**src/rtl/decode_stage_param.sv**
```systemverilog
// rtl/decode_stage_param.sv - parametrised instruction decode stage with ID/EX latch
//
// Ports:
//   clk, reset            clock; synchronous active-high reset (clears register file too)
//   programCounterIn      PC+4 from IF/ID
//   instruction           IF/ID instruction word (op/rs/rt/rd/imm fields)
//   ifIdValid, flush      IF/ID slot valid; branch-taken discard of the decode slot
//   writeRegister/Data    write-back port, enabled by regWrite
//   writeBackControl      registered {regWrite, memToReg}
//   memAccessControl      registered {memRead, memWrite}
//   calculationControl    registered {regDst, aluSrc, aluOp[1:0]}
//   programCounterOut, readData1, readData2, immediateOperand, rs, rt, rd
//                         registered ID/EX data fields
//   idExValid             registered; ID/EX holds a real instruction
//   illegalInstruction    registered one-cycle flag; instruction became a bubble
//   pcWrite, ifIdWrite    combinational; 0 stalls fetch and the IF/ID latch
module decode_stage_param #(
    parameter int DATA_WIDTH     = 32,
    parameter int REG_COUNT      = 32,
    parameter bit LOGIC_ZERO_EXT = 1'b1,
    localparam int ADDR_W        = $clog2(REG_COUNT)
) (
    input  logic                  clk,
    input  logic                  reset,
    input  logic [DATA_WIDTH-1:0] programCounterIn,
    input  logic [31:0]           instruction,
    input  logic                  ifIdValid,
    input  logic                  flush,
    input  logic [ADDR_W-1:0]     writeRegister,
    input  logic [DATA_WIDTH-1:0] writeData,
    input  logic                  regWrite,
    output logic [1:0]            writeBackControl,
    output logic [1:0]            memAccessControl,
    output logic [3:0]            calculationControl,
    output logic [DATA_WIDTH-1:0] programCounterOut,
    output logic [DATA_WIDTH-1:0] readData1,
    output logic [DATA_WIDTH-1:0] readData2,
    output logic [DATA_WIDTH-1:0] immediateOperand,
    output logic [ADDR_W-1:0]     rs,
    output logic [ADDR_W-1:0]     rt,
    output logic [ADDR_W-1:0]     rd,
    output logic                  idExValid,
    output logic                  illegalInstruction,
    output logic                  pcWrite,
    output logic                  ifIdWrite
);

    localparam logic [5:0] OP_RTYPE = 6'b000000;
    localparam logic [5:0] OP_LW    = 6'b100011;
    localparam logic [5:0] OP_SW    = 6'b101011;
    localparam logic [5:0] OP_BEQ   = 6'b000100;
    localparam logic [5:0] OP_ADDI  = 6'b001000;
    localparam logic [5:0] OP_ANDI  = 6'b001100;
    localparam logic [5:0] OP_ORI   = 6'b001101;

    logic [5:0]  opcode;
    logic [4:0]  rsField;
    logic [4:0]  rtField;
    logic [4:0]  rdField;
    logic [15:0] imm;

    assign opcode  = instruction[31:26];
    assign rsField = instruction[25:21];
    assign rtField = instruction[20:16];
    assign rdField = instruction[15:11];
    assign imm     = instruction[15:0];

    logic [ADDR_W-1:0] rsIdx;
    logic [ADDR_W-1:0] rtIdx;
    logic [ADDR_W-1:0] rdIdx;

    assign rsIdx = rsField[ADDR_W-1:0];
    assign rtIdx = rtField[ADDR_W-1:0];
    assign rdIdx = rdField[ADDR_W-1:0];

    // Decode table
    logic [1:0] decWb;
    logic [1:0] decMem;
    logic [3:0] decCalc;
    logic       knownOp;
    logic       usesRd;
    logic       rtIsSource;
    logic       logicOp;

    always_comb begin
        decWb      = 2'b00;
        decMem     = 2'b00;
        decCalc    = 4'b0000;
        knownOp    = 1'b1;
        usesRd     = 1'b0;
        rtIsSource = 1'b0;
        logicOp    = 1'b0;
        case (opcode)
            OP_RTYPE: begin
                decWb      = 2'b10;
                decCalc    = 4'b1010;
                usesRd     = 1'b1;
                rtIsSource = 1'b1;
            end
            OP_LW: begin
                decWb   = 2'b11;
                decMem  = 2'b10;
                decCalc = 4'b0100;
            end
            OP_SW: begin
                decMem     = 2'b01;
                decCalc    = 4'b0100;
                rtIsSource = 1'b1;
            end
            OP_BEQ: begin
                decCalc    = 4'b0001;
                rtIsSource = 1'b1;
            end
            OP_ADDI: begin
                decWb   = 2'b10;
                decCalc = 4'b0100;
            end
            OP_ANDI, OP_ORI: begin
                decWb   = 2'b10;
                decCalc = 4'b0111;
                logicOp = 1'b1;
            end
            default: knownOp = 1'b0;
        endcase
    end

    // A used register field is out of range when it names a register beyond
    // REG_COUNT; the 6-bit compare keeps REG_COUNT=32 from wrapping to 0.
    logic rsOutOfRange;
    logic rtOutOfRange;
    logic rdOutOfRange;
    logic illegal;

    assign rsOutOfRange = {1'b0, rsField} >= 6'(REG_COUNT);
    assign rtOutOfRange = {1'b0, rtField} >= 6'(REG_COUNT);
    assign rdOutOfRange = {1'b0, rdField} >= 6'(REG_COUNT);
    assign illegal      = !knownOp || rsOutOfRange || rtOutOfRange || (usesRd && rdOutOfRange);

    // Load-use hazard against the load now sitting in ID/EX. The registered rt
    // is compared against the full 5-bit field so an out-of-range field never matches.
    logic [4:0] exRt;
    logic       loadUse;
    logic       stall;

    assign exRt    = 5'(rt);
    assign loadUse = idExValid && memAccessControl[1] && (rt != '0) && ifIdValid &&
                     ((exRt == rsField) || (rtIsSource && (exRt == rtField)));
    assign stall   = loadUse && !flush && !reset;

    assign pcWrite   = !stall;
    assign ifIdWrite = !stall;

    logic issue;
    logic flagIllegal;

    assign issue       = ifIdValid && !flush && !loadUse && !illegal;
    assign flagIllegal = ifIdValid && !flush && !loadUse && illegal;

    // Register file with same-cycle write-through
    logic [DATA_WIDTH-1:0] regFile [REG_COUNT];
    logic                  wbActive;
    logic [DATA_WIDTH-1:0] operand1;
    logic [DATA_WIDTH-1:0] operand2;

    assign wbActive = regWrite && (writeRegister != '0);

    always_comb begin
        operand1 = regFile[rsIdx];
        operand2 = regFile[rtIdx];
        if (rsIdx == '0)
            operand1 = '0;
        else if (wbActive && (writeRegister == rsIdx))
            operand1 = writeData;
        if (rtIdx == '0)
            operand2 = '0;
        else if (wbActive && (writeRegister == rtIdx))
            operand2 = writeData;
    end

    always_ff @(posedge clk) begin
        if (reset) begin
            for (int i = 0; i < REG_COUNT; i++)
                regFile[i] <= '0;
        end else if (wbActive) begin
            regFile[writeRegister] <= writeData;
        end
    end

    // Immediate extension
    logic [DATA_WIDTH-1:0] signExtImm;
    logic [DATA_WIDTH-1:0] zeroExtImm;
    logic [DATA_WIDTH-1:0] extImm;

    assign signExtImm = DATA_WIDTH'($signed(imm));
    assign zeroExtImm = DATA_WIDTH'(imm);
    assign extImm     = (LOGIC_ZERO_EXT && logicOp) ? zeroExtImm : signExtImm;

    // ID/EX latch: bubbles clear only the control/valid bits, data always loads
    always_ff @(posedge clk) begin
        if (reset) begin
            writeBackControl   <= '0;
            memAccessControl   <= '0;
            calculationControl <= '0;
            programCounterOut  <= '0;
            readData1          <= '0;
            readData2          <= '0;
            immediateOperand   <= '0;
            rs                 <= '0;
            rt                 <= '0;
            rd                 <= '0;
            idExValid          <= 1'b0;
            illegalInstruction <= 1'b0;
        end else begin
            writeBackControl   <= issue ? decWb   : 2'b00;
            memAccessControl   <= issue ? decMem  : 2'b00;
            calculationControl <= issue ? decCalc : 4'b0000;
            programCounterOut  <= programCounterIn;
            readData1          <= operand1;
            readData2          <= operand2;
            immediateOperand   <= extImm;
            rs                 <= rsIdx;
            rt                 <= rtIdx;
            rd                 <= rdIdx;
            idExValid          <= issue;
            illegalInstruction <= flagIllegal;
        end
    end

endmodule

```
**config.mk**
```make
export PLATFORM = sky130hd
export DESIGN_NAME = decode_stage_param
export DESIGN_NICKNAME = d
export VERILOG_FILES = /design/src/rtl/decode_stage_param.sv
export SDC_FILE = /design/constraint.sdc
export NUM_CORES = 2
export LEC_CHECK = 0
export ABC_AREA = 0
export CAP_MARGIN = 40
export CORE_ASPECT_RATIO = 2
export CORE_MARGIN = 2
export CORE_UTILIZATION = 48
export CTS_CLUSTER_DIAMETER = 100
export DETAILED_ROUTE_END_ITERATION = 10
export PLACE_DENSITY_LB_ADDON = 0.08
export SYNTH_ARGS = -nofsm -noshare
export SYNTH_HDL_FRONTEND = slang
export SYNTH_SLANG_ARGS = --single-unit
```
**constraint.sdc**
```tcl
create_clock -name clk -period 7.7 [get_ports clk]
set_clock_uncertainty 0.1 [all_clocks]
set_input_delay 1.54 -clock clk [delete_from_list [all_inputs] [get_ports clk]]
set_output_delay 1.54 -clock clk [all_outputs]
set_load 0.01 [all_outputs]
```
Word level (Yosys, flattened, before mapping) --
Memories as Yosys holds them, arrays and structs flattened. A register that Yosys moved wholly into a read port is not among the register bits. Cells that the tools add are included.
Operators by class: equality and inequality tests 8, reduce and logical (&&, ||, !) cells 33, mux-type cells 14, bitwise operators 1
Operator list (count):
- 2-to-1 mux 32 bit | 1
- OR reduction 32 bit | 1
- equality test 6 x 4 -> 1 bit, second input constant | 3
- one-hot mux 4 bit (4 select lines) | 1
- equality test 6 bit, second input constant | 2
- logical AND 1 bit | 12
- equality test 5 bit | 2
- zero test 5 bit | 2
- nonzero test 5 bit | 2
- OR reduction 2 bit | 5
- 2-to-1 mux 1 bit | 9
- one-hot mux 2 bit (2 select lines) | 2
- OR reduction 7 bit | 1
- equality test 6 x 3 -> 1 bit, second input constant | 1
- zero test 6 bit | 1
- OR reduction 3 bit | 2
- zero test 1 bit | 5
- 2-to-1 mux 5 bit | 1
- OR reduction 4 bit | 1
- logical OR 1 bit | 1
- inverter 1 bit | 1
Word-level totals: memories 1, memory bits (writable) 1024, output and inout port bits 155, register bits after elaboration 74, input port bits 106
Memory list:
- regFile | words 32, bits a word 32, rd ports 2, clocked after memory_dff 2, wr ports 32, RTL line 160 | logic [DATA_WIDTH-1:0] regFile [REG_COUNT];

Depth between registers and ports, before layout --
depth after elaboration 11, depth in mapped cells 10, depth with buffers taken out 6

Worst setup path after synthesis --
Ideal clock, no wire load.
kind input -> output, start input port instruction[27], end output port pcWrite, arrival time 3310 ps, required time 6060 ps, path slack 2750 ps, path buffers 2, cell stages on the path 7, cell sequence or2_2 clkbuf_1 or3_1 a2111oi_0 o21ai_1 or3_1 buf_4
Between the ends: longest elaborated chain between the ends 9
RTL lines:
- start, declared | RTL line 26 | input logic [31:0] instruction,
- equality test 6 x 3 -> 1 bit (tied with other cells) | RTL line 93 | case (opcode)
- OR reduction 3 bit (no source line) *
- 2-to-1 mux 1 bit * | RTL line 93
- logical AND 1 bit * | RTL line 147 | ((exRt == rsField) || (rtIsSource && (exRt == rtField)));
- logical OR 1 bit * | RTL line 147
- logical AND 1 bit * | RTL line 146 | assign loadUse = idExValid && memAccessControl[1] && (rt != '0) && ifIdValid &&
- logical AND 1 bit * (2 in a row) | RTL line 148 | assign stall = loadUse && !flush && !reset;
- zero test 1 bit *
- end, declared | RTL line 44 | output logic pcWrite,
Every way passes the cells marked *; elsewhere a longest branch is shown, timed or not.

Worst setup path in the final report --
start input port instruction[27], end output port pcWrite
Between the ends: longest elaborated chain between the ends 9
RTL lines:
- equality test 6 x 3 -> 1 bit (tied with other cells) | RTL line 93
- OR reduction 3 bit (no source line) *
- 2-to-1 mux 1 bit * | RTL line 93
- logical AND 1 bit * | RTL line 147
- logical OR 1 bit * | RTL line 147
- logical AND 1 bit * | RTL line 146
- logical AND 1 bit * (2 in a row) | RTL line 148
- zero test 1 bit * | RTL line 150 | assign pcWrite = !stall;
Marks and branches as above.

==> run metrics <==
status=completed; Initial Utilization=48.3%; Synth Instances=4201; CP max stage cell=clkdlybuf4s50_1; dominant cells by area after synthesis=edfxtp_1 (52%), mux4_2 (13%), and2_1 (10%); total gr overflow=0; PD cells=220 mW/mm2; critical register-to-register path startpoint=regFile[4][21]; Synth Flop Type=edfxtp_1; number of port buffers=260; Synth Warn #=0; CTS tree=built; via density per instance=6.52; post-CTS sizing=0; vias in the first global route=40460; hold endpoint=readData1[18]; crit path capture type=output pin; post-synthesis simple-gate area fraction=12.8%; nets=4443; drt drc=0; sequential area share after synthesis=56.4%; initial antenna violation count=20; dominant cell by count in the synthesized netlist=edfxtp_1; CTS hold repair buffers=0; Hold Vio Cnt, Final=0; row cnt=182; Commonest cells post-synth=edfxtp_1 (1024), and2_1 (994), mux2i_1 (407), mux4_2 (338), clkbuf_1 (296); CTS Root Buffer Type=clkbuf_16; CTS Sinks=1157; Crit Path Class=input pin to output pin; fill count=9991; Routed Antenna Nets=0; R2R Path End=readData2[21]; Fin Setup TNS=0 ps; Max Freq=172 MHz; Hold Path Origin=regFile[21][18]; Die ar.=0.127 mm2; leading area contributor after synthesis=edfxtp_1; Rel. slew slack=27.3%; Avg WL per Cell=36.2 um; final period utilization=75.7%; post-synthesis compound-gate area fraction=6.92%; core area=0.123 mm2; H-tree depth=3; xor/xnor share of the synthesized area=0.295%; die width=253 um; Yosys reg bits=1157; max-cap violation count=0; hold crit path type=flip-flop to flip-flop; io pins=261; Worst Tran Pin Value=1080 ps; post-synthesis mux area share=19.8%; CP startpoint kind=input pin; main combinational cell family by area after synthesis=multiplexers; Adder-Cell Fraction of Synth Area=0%; ys async rst share=0%; Layout Cells excl Fill=5999; Pins Over Slew Limit=0; post-synthesis cell area=0.0593 mm2; Req. time, crit path=6060 ps; share of post-route cells with drive strength above 1=18.1%; final setup vio count=0; Global Route Usage Sum=34.5%; total CTS buffers=107; CP arrival=4190 ps; first-pass GRT wire length=303000 um; Layout area overhead=13.6%; number of enable flip-flop cells after synthesis=1024; Clock Tree Buf Depth=3; Vias=39099; Hold Path Cell Cnt=4; worst skew pair latency=750 ps; Synth top area share=51.9%; Routability Congestion=0.875; Die Height=501 um; final WL=217000 um; setup slack, reg-to-reg=5420 ps; RSZ-0062 raised after global routing=no; post-layout min period=5830 ps; crit-path max cell delay=490 ps; CP Cell Sequence=clkdlybuf4s50_1 > or2_2 > or3_1 > a2111oi_0 > o21ai_1 > or3_1 > clkdlybuf4s50_1; Crit Path Max Fanout=6; detailed placer's ending HPWL=130000 um; Post-CTS Setup Inserts=0; Pleak=23.9 nW; peak supply drop=191 uV; First-pass DRT Iterations=5; DR iter-0 viols=4029; Placed Cells=5788; reg2reg path depth=5; Syn Area/Cell=14.1 um2; Yosys cell types=61; Reg clk slew, reported paths=70 ps; largest net degree at the start of global routing=99
==> final cells by class <==
type	instances	area, um2	share of cell area (%)
timing repair buffer	452	4390	6.51
antenna	12	30.0	0.0446
multi-input combinational	2610	24000	35.7
tap	1564	1960	2.90
clock inverter	59	566	0.840
inverter	9	41.3	0.0613
clock buffer	136	2960	4.39
sequential	1157	33400	49.6
==> how the worst max path moves through the flow <==
stage,slack [ps],cells after the start,from,to
detailed placement,1890,7,instruction[27],pcWrite
global route,1770,7,instruction[27],ifIdWrite
global placement,1850,6,instruction[23],pcWrite
finish,1870,7,instruction[27],pcWrite
CTS,1880,7,instruction[27],pcWrite
floorplan,2750,7,instruction[27],pcWrite
==> registers in the layout, summed over array words and instances (netlist names), 4 cells and up <==
name                cells
calculationControl      4
immediateOperand       17
programCounterOut      32
readData1              32
readData2              32
regFile              1024
rs                      5
rt                      5
==> metal layers <==
layer | GRT usage (%) | wire length (um) | vias to the layer above
li1 | - | - | 16261
met1 | 38.7 | 73400 | 19958
met2 | 58.2 | 107000 | 2191
met3 | 5.46 | 16200 | 683
met4 | 27.7 | 20500 | 6
met5 | 0 | 34 | -
==> placed cells by master, fill, tap and decap left out, types with 11 or more instances in the layout <==
cell type,n
buf_4,149
o21ai_1,15
nor2_1,29
nand3_1,26
mux2i_1,407
nand2_1,39
a21oi_1,17
edfxtp_1,1024
a221o_1,38
buf_2,20
nor2b_1,54
clkbuf_16,113
and2_1,993
clkdlybuf4s50_1,249
conb_1,32
buf_12,12
clkinv_1,11
mux4_2,338
diode_2,12
a22oi_1,65
clkbuf_1,18
nor3_1,25
a211oi_1,34
nor2_4,33
clkinv_2,23
or2_2,32
dfxtp_1,133
xnor2_1,13
o21ai_0,171
a221oi_1,166
==> cell families (layout without fill, tap and decap cells) <==
family | after synthesis | in the layout
and+or+nand+nor | 1257 | 1257
DFF | 1157 | 1157
muxes | 747 | 747
AOI/OAI and AO/OA | 554 | 554
buffers and inverters | 465 | 656
xor gates and xnor gates | 20 | 20
other | 1 | 44
==> worst max-delay path, delay by kind of cell <==
| kind | cells | cell delay [ps] |
|---|---|---|
| and+or+nand+nor | 3 | 1050 |
| buffers and inverters | 2 | 940 |
| AOI/OAI and AO/OA | 2 | 660 |
==> metrics by stage <==
stage               util [%]  cell area (um2)  power [mW]  worst slack, ps  hold slack (ps)
detailed placement      52.0            63800        9.40             1890              745
CTS                     54.8            67300        14.8             1880              759
global placement        51.5            63200        9.34             1850              735
finish                  54.9            67400        14.8             1870              764
global route            54.9            67300        15.2             1770              806
floorplan                  -            59400        8.51             2750              625
==> power by group <==
group          switching (mW)  internal (mW)
Clock                    2.50           3.02
Sequential              0.195           7.18
Combinational            1.15          0.777
(Power assumes the default switching activity.)
